## config.mk

```make
export PLATFORM = sky130hd
export DESIGN_NAME = fifo_ctrl_flat
export DESIGN_NICKNAME = d
export VERILOG_FILES = /design/src/rtl/fifo_ctrl_pkg.sv /design/src/rtl/fifo_ctrl_if.sv /design/src/rtl/fifo_cnt.sv /design/src/rtl/fifo_ctrl.sv /design/src/flat_wrapper.sv
export SDC_FILE = /design/constraint.sdc
export NUM_CORES = 1
export LEC_CHECK = 0
export CAP_MARGIN = 5
export CORE_MARGIN = 1.5
export CORE_UTILIZATION = 50
export DETAILED_ROUTE_END_ITERATION = 8
export PLACE_DENSITY = 0.89
export SYNTH_ARGS = -nofsm -noshare
export SYNTH_HDL_FRONTEND = slang
export SYNTH_SLANG_ARGS = --single-unit
```

## constraint.sdc

```tcl
create_clock -name clk -period 3.3 [get_ports clk]
set_input_delay 0.66 -clock clk [delete_from_list [all_inputs] [get_ports clk]]
set_output_delay 0.66 -clock clk [all_outputs]
set_load 0.005 [all_outputs]
```

## src/rtl/fifo_ctrl_pkg.sv

```systemverilog
// rtl/fifo_ctrl_pkg.sv - shared constants for the FIFO control stage: state encodings, sizes, threshold defaults
package fifo_ctrl_pkg;

   localparam int STATE_W = 5;

   localparam logic [STATE_W-1:0] ST_RESET  = 5'b00001;
   localparam logic [STATE_W-1:0] ST_INIT   = 5'b00010;
   localparam logic [STATE_W-1:0] ST_IDLE   = 5'b00100;
   localparam logic [STATE_W-1:0] ST_ACTIVE = 5'b01000;
   localparam logic [STATE_W-1:0] ST_ERROR  = 5'b10000;

   localparam int FIFO_DEPTH      = 8;
   localparam int FIFO_PTR_W      = 3;
   localparam int FIFO_AF_DEFAULT = 6;
   localparam int FIFO_AE_DEFAULT = 1;

endpackage

```

## src/rtl/fifo_ctrl_if.sv

```systemverilog
// rtl/fifo_ctrl_if.sv - request/status bundle of fifo_ctrl; FIFO_CTRL_PEAK_EN adds the peak signal
interface fifo_ctrl_if
   import fifo_ctrl_pkg::*;
#(
   parameter int PTR_W = FIFO_PTR_W
);
   logic               init;
   logic [PTR_W:0]     umbral_alto;
   logic [PTR_W:0]     umbral_bajo;
   logic               push;
   logic               pop;
   logic               mem_wr_en;
   logic               mem_rd_en;
   logic               valid_out;
   logic [PTR_W:0]     count;
   logic               full;
   logic               empty;
   logic               almost_full;
   logic               almost_empty;
   logic               error;
   logic [STATE_W-1:0] state;
`ifdef FIFO_CTRL_PEAK_EN
   logic [PTR_W:0]     peak;
`endif

   modport slave (
      input  init, umbral_alto, umbral_bajo, push, pop,
      output mem_wr_en, mem_rd_en, valid_out, count, full, empty,
             almost_full, almost_empty, error, state
`ifdef FIFO_CTRL_PEAK_EN
             , peak
`endif
   );

   modport master (
      output init, umbral_alto, umbral_bajo, push, pop,
      input  mem_wr_en, mem_rd_en, valid_out, count, full, empty,
             almost_full, almost_empty, error, state
`ifdef FIFO_CTRL_PEAK_EN
             , peak
`endif
   );

endinterface

```

## src/rtl/fifo_cnt.sv

```systemverilog
// rtl/fifo_cnt.sv - FIFO occupancy counter driven by accepted write/read strobes
module fifo_cnt #(
   parameter int DEPTH = 8,
   parameter int PTR_W = 3
) (
   input  logic           clk,
   input  logic           reset,
   input  logic           wr_ok,
   input  logic           rd_ok,
   output logic [PTR_W:0] count,
   output logic [PTR_W:0] count_nxt,
   output logic           full,
   output logic           empty
);
   localparam logic [PTR_W:0] FULL_C = (PTR_W+1)'(DEPTH);
   localparam logic [PTR_W:0] ONE_C  = (PTR_W+1)'(1);

   always_comb begin
      count_nxt = count;
      if (wr_ok && !rd_ok)
         count_nxt = count + ONE_C;
      else if (rd_ok && !wr_ok)
         count_nxt = count - ONE_C;
   end

   always_ff @(posedge clk) begin
      if (reset)
         count <= '0;
      else
         count <= count_nxt;
   end

   assign full  = (count == FULL_C);
   assign empty = (count == '0);

endmodule

```

## src/rtl/fifo_ctrl.sv

```systemverilog
// rtl/fifo_ctrl.sv - push/pop arbitration, flags and error FSM in front of the FIFO memory
// FIFO_CTRL_PEAK_EN adds a high-water-mark output (peak).
module fifo_ctrl
   import fifo_ctrl_pkg::*;
#(
   parameter int DEPTH      = FIFO_DEPTH,
   parameter int PTR_W      = FIFO_PTR_W,
   parameter int AF_DEFAULT = FIFO_AF_DEFAULT,
   parameter int AE_DEFAULT = FIFO_AE_DEFAULT
) (
   input logic        clk,
   input logic        reset,
   fifo_ctrl_if.slave bus
);
   localparam logic [PTR_W:0] DEPTH_C = (PTR_W+1)'(DEPTH);
   localparam logic [PTR_W:0] AF_C    = (PTR_W+1)'(AF_DEFAULT);
   localparam logic [PTR_W:0] AE_C    = (PTR_W+1)'(AE_DEFAULT);

   logic [STATE_W-1:0] state_q, state_d;
   logic [PTR_W:0]     alto_q, bajo_q;
   logic [PTR_W:0]     count, count_nxt;
   logic               full, empty;
   logic               error_q, valid_q;
   logic               accept, wr_ok, rd_ok, err_ev;

   // A simultaneous pop frees a slot, so a push into a full FIFO is still legal.
   assign accept = (state_q == ST_IDLE) || (state_q == ST_ACTIVE);
   assign wr_ok  = accept && bus.push && ((count < DEPTH_C) || bus.pop);
   assign rd_ok  = accept && bus.pop && (count != '0);
   assign err_ev = accept && ((bus.push && !wr_ok) || (bus.pop && !rd_ok));

   fifo_cnt #(
      .DEPTH (DEPTH),
      .PTR_W (PTR_W)
   ) u_cnt (
      .clk       (clk),
      .reset     (reset),
      .wr_ok     (wr_ok),
      .rd_ok     (rd_ok),
      .count     (count),
      .count_nxt (count_nxt),
      .full      (full),
      .empty     (empty)
   );

   always_comb begin
      state_d = state_q;
      case (state_q)
         ST_RESET:  state_d = ST_INIT;
         ST_INIT:   if (!bus.init) state_d = ST_IDLE;
         ST_IDLE: begin
            if (err_ev)        state_d = ST_ERROR;
            else if (bus.init) state_d = ST_INIT;
            else if (wr_ok)    state_d = ST_ACTIVE;
         end
         ST_ACTIVE: begin
            if (err_ev)                 state_d = ST_ERROR;
            else if (count_nxt == '0)   state_d = ST_IDLE;
         end
         ST_ERROR:  state_d = ST_ERROR;
         default:   state_d = ST_RESET;
      endcase
   end

   always_ff @(posedge clk) begin
      if (reset) begin
         state_q <= ST_RESET;
         alto_q  <= AF_C;
         bajo_q  <= AE_C;
         error_q <= 1'b0;
         valid_q <= 1'b0;
      end else begin
         state_q <= state_d;
         valid_q <= rd_ok;
         if (err_ev)
            error_q <= 1'b1;
         if ((state_q == ST_INIT) && bus.init) begin
            alto_q <= bus.umbral_alto;
            bajo_q <= bus.umbral_bajo;
         end
      end
   end

`ifdef FIFO_CTRL_PEAK_EN
   logic [PTR_W:0] peak_q;

   always_ff @(posedge clk) begin
      if (reset)
         peak_q <= '0;
      else if (count_nxt > peak_q)
         peak_q <= count_nxt;
   end

   assign bus.peak = peak_q;
`endif

   assign bus.mem_wr_en    = wr_ok;
   assign bus.mem_rd_en    = rd_ok;
   assign bus.valid_out    = valid_q;
   assign bus.count        = count;
   assign bus.full         = full;
   assign bus.empty        = empty;
   assign bus.almost_full  = (count >= alto_q);
   assign bus.almost_empty = (count <= bajo_q);
   assign bus.error        = error_q;
   assign bus.state        = state_q;

endmodule

```

## src/flat_wrapper.sv

```systemverilog
// flat-port wrapper written by rule: the top's interface ports become plain ports
module fifo_ctrl_flat import fifo_ctrl_pkg::*;
#(
   parameter int DEPTH      = FIFO_DEPTH,
   parameter int PTR_W      = FIFO_PTR_W,
   parameter int AF_DEFAULT = FIFO_AF_DEFAULT,
   parameter int AE_DEFAULT = FIFO_AE_DEFAULT
)
  (clk, reset, bus_init, bus_umbral_alto, bus_umbral_bajo, bus_push, bus_pop, bus_mem_wr_en, bus_mem_rd_en, bus_valid_out, bus_count, bus_full, bus_empty, bus_almost_full, bus_almost_empty, bus_error, bus_state);
  fifo_ctrl_if #(.PTR_W(PTR_W)) bus_i ();
  input logic clk;
  input logic reset;
  input wire logic [$bits(bus_i.init)-1:0] bus_init;
  input wire logic [$bits(bus_i.umbral_alto)-1:0] bus_umbral_alto;
  input wire logic [$bits(bus_i.umbral_bajo)-1:0] bus_umbral_bajo;
  input wire logic [$bits(bus_i.push)-1:0] bus_push;
  input wire logic [$bits(bus_i.pop)-1:0] bus_pop;
  output wire logic [$bits(bus_i.mem_wr_en)-1:0] bus_mem_wr_en;
  output wire logic [$bits(bus_i.mem_rd_en)-1:0] bus_mem_rd_en;
  output wire logic [$bits(bus_i.valid_out)-1:0] bus_valid_out;
  output wire logic [$bits(bus_i.count)-1:0] bus_count;
  output wire logic [$bits(bus_i.full)-1:0] bus_full;
  output wire logic [$bits(bus_i.empty)-1:0] bus_empty;
  output wire logic [$bits(bus_i.almost_full)-1:0] bus_almost_full;
  output wire logic [$bits(bus_i.almost_empty)-1:0] bus_almost_empty;
  output wire logic [$bits(bus_i.error)-1:0] bus_error;
  output wire logic [$bits(bus_i.state)-1:0] bus_state;
  assign bus_i.init = bus_init;
  assign bus_i.umbral_alto = bus_umbral_alto;
  assign bus_i.umbral_bajo = bus_umbral_bajo;
  assign bus_i.push = bus_push;
  assign bus_i.pop = bus_pop;
  assign bus_mem_wr_en = bus_i.mem_wr_en;
  assign bus_mem_rd_en = bus_i.mem_rd_en;
  assign bus_valid_out = bus_i.valid_out;
  assign bus_count = bus_i.count;
  assign bus_full = bus_i.full;
  assign bus_empty = bus_i.empty;
  assign bus_almost_full = bus_i.almost_full;
  assign bus_almost_empty = bus_i.almost_empty;
  assign bus_error = bus_i.error;
  assign bus_state = bus_i.state;
  fifo_ctrl #(.DEPTH(DEPTH), .PTR_W(PTR_W), .AF_DEFAULT(AF_DEFAULT), .AE_DEFAULT(AE_DEFAULT)) u_core (.clk(clk), .reset(reset), .bus(bus_i));
endmodule
```

==> results.tsv <==
stage	metric	value	unit
status	status	finished, final reports clean	
yosys	Synth cell types	40	
route	WL/cell	14.3	um
yosys	largest area contributor in the netlist	dfxtp_1	
timing	Final min period	2960	ps
yosys	Post-synth EDFFs	0	
critical_path	Worst setup SP type	register	
clock_network	Setup Fix Bufs, Post-CTS	0	
critical_path	worst r2r dst	u_core.bus.state[3]$_SDFFE_PP0P_	
clock_network	H-tree levels	1	
timing	fin. max-slew vios	0	
timing	Max-slew headroom	51.9	%
critical_path	CP max stage delay	550	ps
critical_path	worst path required time	2640	ps
clock_network	root buf cell	clkbuf_4	
timing	Worst Max-Slew Pin Slew	719	ps
global_route	met1 global-route usage	26.8	%
yosys	Synth Register Bits	19	
critical_path	slowest library cell on the worst path	dfxtp_1	
yosys	Post-Synthesis Cells	149	
critical_path	Critical R2R Launch	u_core.u_cnt.count[1]$_SDFF_PP0_	
power	maximum VDD drop	0.207	mV
floorplanning	core box area	2250	sq um
yosys	Synth Cell Area	1220	sq um
yosys	post-synth top area share	31.1	%
critical_path	CP delay by family, top	flip-flops	
worst_hold_path	Worst Hold Depth	1	
timing	endpoints failing hold	0	
run	max-cap violation count	0	
timing	Setup Viol. Count Final	0	
final_layout	ANT cells	0	
floorplanning	total die area	2750	sq um
final_layout	Layout Area Growth over Synthesis	26.9	%
placed_design	setup slack at placement	314	ps
timing	worst hold margin	485	ps
critical_path	kind of critical path	register to output port	
route	Total Wirelength	2940	um
clock_network	Max clock buf depth	2	
global_route	initial antenna violation count	0	
floorplanning	die width	52.4	um
critical_path	CP Cell Sequence	ha_1 -> nor2b_1 -> o21ai_0 -> nand2b_1 -> a21oi_1 -> a41o_1 -> clkdlybuf4s50_1	
yosys	main flop type after synthesis	dfxtp_1	
route	via count	1163	
global_route	busiest grt layer	met2	
critical_path	Worst setup EP type	output port	
global_route	vias in the first global route	1127	
worst_hold_path	Worst Hold End	u_core.alto_q[1]$_SDFFE_PP1P_	
clock_network	cts bufs inserted	3	
yosys	Synth top cells by count	nor2_1, dfxtp_1, inv_1, a21oi_1, ha_1	
final_layout	fin util	68.8	%
critical_path	Buffers & Inverters on Critical Path	1	
timing	RSZ-0062 raised after global routing	no	
yosys	yosys warns	0	
yosys	Post-Syn Area per Cell	8.20	sq um
global_route	grt ovf	0	
yosys	sequential fraction of the synthesis area	31.1	%
floorplanning	# rows	17	
power	PwrDens	305	nW/um^2
worst_hold_path	hold crit path type	register to register	
yosys	Synth area leaders	dfxtp_1, ha_1, nor2_1	
critical_path	Worst EP arrival	2300	ps
global_route	largest net degree at the start of global routing	20	
clock_network	CTS tree	built	
timing	final worst slack	339	ps
yosys	asr flop ratio synth	0	%
yosys	syn_nets	172	
clock_network	Worst-path clk slew	120	ps
final_layout	share of cells above drive strength 1	5.65	%
route	antenna-violating nets left	0	
critical_path	FF-to-FF path depth	8	
timing	Setup TNS	0	ps
floorplanning	Starting Density	54.2	%
placed_design	GPL Wtd Cong	0.893	
route	Vias/cell	5.67	
placed_design	port bufs	29	
clock_network	hold buffer count at CTS	0	
route	DR iter-0 viols	19	
placed_design	Post-DP HPWL	2180	um
critical_path	FF-to-FF setup slack	900	ps
yosys	most common cell in the netlist	nor2_1	
final_layout	Fill cells	186	
global_route	met3 usage	2.57	%
timing	Worst Skew	0.582	ps
power	Overall Power	0.000473	W
global_route	first-pass GRT wire length	4770	um
power	Static Leakage	0.665	nW
route	drt first pass iters	4	
timing	fmax	0.338	GHz
route	DRC Markers	0	
clock_network	Resized cells post-CTS	0	
floorplanning	# IOs	30	
timing	period utilisation layout	89.7	%
final_layout	Final #Nets	201	
global_route	M2 GR Usage	42.3	%
worst_hold_path	Worst Hold Launch	u_core.alto_q[1]$_SDFFE_PP1P_	
clock_network	Worst-Skew Late Latency	310	ps
floorplanning	Die H	52.4	um
global_route	total track usage	23.3	%
clock_network	CTS Sinks	19	
critical_path	Max FO, Critical Path	10	
-- cell usage in the layout, fill, tap and decap left out, types with 2 or more instances in the layout --
master           instances
clkdlybuf4s50_1         29
nand3b_1                 3
a211o_1                  3
a21oi_1                 12
nor3_1                   4
nand4_1                  2
and3b_1                  2
nand3_1                  2
xnor2_1                  2
o21ai_0                  4
clkbuf_4                 3
a211oi_1                 2
nand2b_1                 8
nor2b_1                  3
a41o_1                   2
nand2_1                  3
nor3b_1                  2
nor2_1                  25
inv_1                   14
dfxtp_1                 19
mux2i_1                  5
ha_1                    10
-- flip-flops by register name, indices dropped and copies added, names as in the netlist --
register              count
u_core.bus.error          1
u_core.bajo_q             4
u_core.u_cnt.count        4
u_core.bus.valid_out      1
u_core.alto_q             4
u_core.bus.state          5
-- worst register-to-register path, stage by stage (launching register included) --
cell and delay, ps:
dfxtp_1 550, inv_1 130, ha_1 240, nor3b_2 190, nor3b_1 400, o21ai_1 190
a32o_1 290, a31o_1 230, a21oi_2 120
-- kinds of logic (layout without fill, tap and decap cells) --
| logic type | after synthesis | count (layout) | synth area share [%] |
|---|---|---|---|
| simple gates | 59 | 59 | 26.3 |
| compound gates | 31 | 31 | 17.3 |
| buf+inv | 20 | 48 | 6.86 |
| flops | 19 | 19 | 31.1 |
| fa+ha+maj | 10 | 10 | 10.2 |
| mux | 7 | 7 | 5.94 |
| xor+xnor | 3 | 3 | 2.15 |
-- area by class of cell --
class | instances | area (sq um) | share of cell area, %
flip-flops and latches | 19 | 380 | 24.5
inverters | 14 | 52.6 | 3.39
clock buffers | 3 | 22.5 | 1.45
repair buffers | 30 | 298 | 19.2
clock inverters | 1 | 5.00 | 0.323
well taps | 28 | 35.0 | 2.26
multi-input cells | 110 | 757 | 48.8
-- per-layer routing --
metal  up-vias  wire (um)  share of wire, %
met3         8        128               4.4
li1        572          -                 -
met5         -          0                 0
met1       545       1250                43
met2        38       1500                51
met4         0         56               1.9
-- power breakdown --
group / internal (W) / switching (W)
registers: 0.000240 / 0.0000123
logic: 0.0000507 / 0.0000423
clock network: 0.0000454 / 0.0000825
total: 0.000336 / 0.000137
-- how the worst max path moves through the flow --
stage / start / to / slack, ps / cells after the start
4_1_cts: u_core.u_cnt.count[1]$_SDFF_PP0_ / bus_almost_empty / 320 / 7
6_report: u_core.u_cnt.count[1]$_SDFF_PP0_ / bus_almost_empty / 340 / 7
3_5_place_dp: bus_pop / u_core.bus.state[2]$_SDFFE_PP0P_ / 310 / 7
3_3_place_gp: bus_pop / u_core.bus.state[3]$_SDFFE_PP0P_ / 460 / 7
5_1_grt: u_core.u_cnt.count[0]$_SDFF_PP0_ / bus_almost_full / 170 / 8
2_1_floorplan: bus_pop / u_core.bus.state[3]$_SDFFE_PP0P_ / 1020 / 7
-- stage by stage --
step	area, sq um	cells
3_3_place_gp	1520	201
5_1_grt	1550	205
4_1_cts	1550	205
3_5_place_dp	1520	201
6_report	1550	205
2_1_floorplan	1220	149
Power figures use the tool's default switching activity.
